**src/rtl/prbs_sat_cnt.sv**
```systemverilog
`default_nettype none
// prbs_sat_cnt: width-parameterised up-counter that sticks at all-ones; clr has priority over inc.
module prbs_sat_cnt #(
  parameter int W = 32
) (
  input  logic         clk,
  input  logic         rst_n,
  input  logic         clr,
  input  logic         inc,
  output logic [W-1:0] cnt
);

  always_ff @(posedge clk or negedge rst_n) begin
    if (!rst_n) begin
      cnt <= '0;
    end else if (clr) begin
      cnt <= '0;
    end else if (inc && (cnt != {W{1'b1}})) begin
      cnt <= cnt + 1'b1;
    end
  end

endmodule
`default_nettype wire

```
**config.mk**
```make
export PLATFORM = sky130hd
export DESIGN_NAME = prbs_sat_cnt
export DESIGN_NICKNAME = d
export VERILOG_FILES = /design/src/rtl/prbs_sat_cnt.sv
export SDC_FILE = /design/constraint.sdc
export NUM_CORES = 1
export LEC_CHECK = 0
export CAP_MARGIN = 25
export CORE_MARGIN = 2
export CORE_UTILIZATION = 40
export DETAILED_ROUTE_END_ITERATION = 6
export DONT_BUFFER_PORTS = 1
export MAX_ROUTING_LAYER = met4
export PLACE_DENSITY = 0.53
export SLEW_MARGIN = 25
export SYNTH_ARGS = -nofsm -noshare
export SYNTH_HDL_FRONTEND = slang
export SYNTH_SLANG_ARGS = --single-unit
```
**constraint.sdc**
```tcl
create_clock -name clk -period 2.5 [get_ports clk]
set_clock_uncertainty 0.2 [all_clocks]
set_input_delay 0.375 -clock clk [delete_from_list [all_inputs] [get_ports clk]]
set_output_delay 0.375 -clock clk [all_outputs]
set_load 0.02 [all_outputs]
```
Word-level counts from Yosys, hierarchy flattened
Cells that the tools add are included.
Widths: inputs -> output; s select.
{ "totals": {"output_inout_bits": 32, "register_bits": 32, "inputBits": 4, "elab_cells": 7} }
{ "classes": {"n_mux": 2, "reduce_logical": 2, "add_sub_neg": 1, "n_eq_ne": 1} }
{ "ops": {"columns": ["cell", "count"], "rows": [
  ["$mux 32", 2],
  ["$add 32x1->32 const B", 1],
  ["$ne 32x32->1 const B", 1],
  ["$reduce_bool 2->1", 1],
  ["$logic_and 1x1->1", 1]
]} }

Depth between registers and ports, before layout
{ "depth": {"word_depth": 4, "ltp_mapped": 8, "ltp_nobuf": 6} }

Worst setup path after synthesis
No wires, ideal clock.
{ "synth_timing": {"path_kind": "flip-flop to flip-flop", "startpoint": "register cnt[0]", "endpoint": "register cnt[3]", "setup_time_ns": 0.125, "required_ns": 2.175, "stages_incl_launch_ff": 7, "path_slack_ns": 0.225, "n_path_buf": 0, "arrival_ns": 1.950, "synth_period_minus_slack_ns": 2.275, "cell_sequence": "dfrtp_1 -> ha_1 -> nand4_1 -> nor4_2 -> a31oi_4 -> and3_4 -> mux2_4"} }
{ "synth_via": {"elab_chain_cells": 3, "elab_cells_between_ends": 6, "cone_classes": "1 x add/sub; 1 x eq/ne; 2 x mux; 2 x reduce/logical"} }
{ "synth_lines": {"columns": ["element", "line", "text"], "rows": [
  ["start, declared", "10", "output logic [W-1:0] cnt"],
  ["start signal, assigned", "19", "cnt <= cnt + 1'b1;"],
  ["$add 32x1->32 or $ne 32x32->1 (tied branches)", "19, 18", null],
  ["$mux 32 or $logic_and 1x1->1 (tied branches)", "18", "end else if (inc && (cnt != {W{1'b1}})) begin"],
  ["$mux 32 or $reduce_bool 2->1 (tied branches)", null, null]
]} }
Several ways; a longest one is shown, not always the timed one. The select of a mux whose other input is x is not followed.
A chain may end at the register's enable or synchronous reset.

Worst setup path in the final report
{ "layout_timing": {"startpoint": "register cnt[0]", "endpoint": "register cnt[13]"} }
The elaborated chain is that of the path after synthesis.

==> summary.md <==
| Metric | Value |
|---|---|
| Status | complete, no violations |
| DRC violations left | 0 |
| Biggest register | cnt |
| Path type of the worst min-delay path | in2reg |
| Post-synth top area cell | dfrtp_1 |
| Simple-gate share of the synthesized area | 0.3050 |
| Synthesis Warnings | 0 |
| Via/cell ratio | 5.554 |
| Vias | 1605 |
| Area growth, synth to finish | 22.94% |
| Peak fanout along the critical path | 11 |
| Die X | 72.09 µm |
| CTS tree | yes |
| FF-to-FF End | cnt[13] |
| Max IR drop VDD | 0.1965 mV |
| Worst min-delay path startpoint | clr |
| Worst r2r src | cnt[0] |
| DR iter-0 viols | 40 |
| Period minus WS final | 2.228 ns |
| GRT Util Overall | 0.2027 |
| Share of layout cells above drive strength 1 | 0.2447 |
| GRT overflow | 0 |
| Core Rows | 24 |
| FMAX | 448.8 MHz |
| R2R Setup Slk | 0.27 ns |
| Net Count, Synth | 203 |
| Synth unique cells | 42 |
| Dpl hpwl | 3.309 mm |
| Largest net degree at the start of global routing | 33 |
| Core area | 4414 µm² |
| Hold Path Sink | cnt[27] |
| Initial antenna violation count | 0 |
| Data arrival, critical path | 2.15 ns |
| Post-Synthesis Cells | 198 |
| #FFs+latches synth | 32 |
| Clk sinks | 32 |
| Post-Synth XOR/XNOR Area | 0.06140 |
| Nets | 241 |
| Most frequent cell after synthesis | dfrtp_1 |
| Setup crit start kind | flop |
| GPL Wtd Cong | 0.8640 |
| Worst-margin pin slew | 0.9742 ns |
| Post-Synth Adder-Cell Area | 0.006748 |
| CTS Buffer Depth | 2 |
| Fin crit share | 0.8913 |
| Clk_lat worst skew | 0.29 ns |
| Initial DRT Pass Iterations | 4 |
| Mux contribution to synthesized area | 0.04386 |
| I/O pin cnt | 36 |
| Fin. Hold Viols | 0 |
| Avg Inst Size Synth | 9.365 µm² |
| Largest registers | cnt: 32 flops |
| Die ar. | 5196 µm² |
| CTS H-tree lvls | 2 |
| Final wirelength | 4.618 mm |
| Max-slew headroom | 0.3484 |
| Unrepaired setup endpoints after global routing | false |
| Initial Util | 0.4201 |
| Top post-synthesis cells by area | dfrtp_1 43%, nor2_1 5.3%, xnor2_1 4.7% |
| First-pass GRT wire length | 7.907 mm |
| Clock transition at the registers of the reported paths | 0.07 ns |
| Dominant synthesized flop cell | dfrtp_1 |
| I/O Buffers | 0 |
| Main combinational cell family by area after synthesis | simple AND/OR/NAND/NOR gates |
| Diode count | 0 |
| Die Height | 72.09 µm |
| Max-capacitance violation count | 0 |
| Ys async rst share | 1.000 |
| CP Capture Type | flop |
| Root buffer cell | clkbuf_8 |
| LEAKAGE | 0.9961 nW |
| Post-synth top cells | 32 x dfrtp_1, 26 x nor2_1, 12 x nand3_1 |
| Critical path class | reg2reg |
| Synth Cell Area | 1854 µm² |
| R2r worst-path depth | 7 |
| Routed length per placed instance | 15.98 µm |
| Setup TNS | 0 ns |
| Min-Delay Path Depth | 2 |
| Setup Buffers After CTS | 0 |
| Post-synth EDFFs | 0 |
| Max reg flops | 32 |
| TritonCTS buffer count | 5 |
| Synth Area in Compound Gates | 0.1194 |
| Top-area cell type share of the netlist area | 0.4318 |
| CP Data Required Time | 2.42 ns |
| Max Slew Vio Count | 0 |
| Post-DRT Antenna Nets | 0 |
| Finish-stage setup viols | 0 |
| PD cells | 437.7 nW/µm² |
| Total power draw | 0.9977 mW |
| Register area share after synthesis | 0.4318 |
| Vias in the first global route | 1666 |
## metrics by stage
| step | std cells | hold WS [ns] | cell area (µm²) | util | worst slack [ns] |
|---|---|---|---|---|---|
| final | 289 | 0.1378 | 2280 | 0.5164 | 0.2717 |
| after global routing | 289 | 0.1290 | 2280 | 0.5164 | 0.1028 |
| after CTS | 289 | 0.1370 | 2280 | 0.5164 | 0.2671 |
| after detailed placement | 278 | -0.1192 | 2150 | 0.4870 | 0.3115 |
| after global placement | 278 | -0.1198 | 2150 | 0.4870 | 0.3657 |
| after floorplan | 198 | -0.1206 | 1854 | - | 0.2253 |
## worst max-delay path by stage
stage / from / endpoint / slack (ns)
after global placement: cnt[28] / cnt[19] / 0.37
after CTS: cnt[16] / cnt[13] / 0.27
after floorplan: cnt[0] / cnt[3] / 0.23
after global routing: cnt[0] / cnt[15] / 0.10
final: cnt[0] / cnt[13] / 0.27
after detailed placement: cnt[0] / cnt[31] / 0.31
## metal layers
layer / routed length [µm] / global-route usage / part of all wire / vias to the layer above
li1: - / - / - / 793
met1: 2095 / 0.2502 / 0.45 / 769
met2: 2179 / 0.3211 / 0.47 / 39
met3: 315 / 0.06806 / 0.068 / 4
met4: 28 / 0.05031 / 0.0061 / 0
met5: 0 / - / 0 / -
## power by group
part / internal (mW) / switching (mW)
Clock: 0.225 / 0.197
Sequential: 0.521 / 0.00236
Combinational: 0.0185 / 0.0344
Total: 0.764 / 0.234
## what timing repair did
action	in CTS	in global routing
resized for setup	0	0
hold endpoints to repair	56	0
hold buffers	3	0
## area by class of cell
class	instances	area [µm²]
clock buffer	8	90.09
multi-input combinational	152	994.7
sequential	32	800.8
timing repair buffer	38	302.8
inverter	7	26.28
fill	415	2135
tap	52	65.06
## critical path: stages (launching register included)
cell	delay, ns
dfrtp_1	0.35
ha_1	0.20
nand4_1	0.16
nor4_2	0.35
a21o_1	0.38
buf_4	0.23
or3_1	0.12
a21oi_1	0.07
## placed cells by master (no fill, tap or decap), drive strengths merged, types with 4 or more instances in the layout
cell and n:
a211oi 5, a21oi 11, and3 8, buf 36
clkbuf 8, dfrtp 32, inv 7, mux2 6
nand2 11, nand3 13, nand4 7, nor2 26
nor2b 6, nor3 4, nor4 7, o21ai 4
or3 5, xnor2 10
## kinds of logic after synthesis
kind of cell | after synthesis
xor+xnor | 13
flops | 32
fa+ha+maj | 1
buf+inv | 14
simple gates | 99
mux | 7
compound gates | 32
No activity file was read; power rests on OpenSTA's default activity.
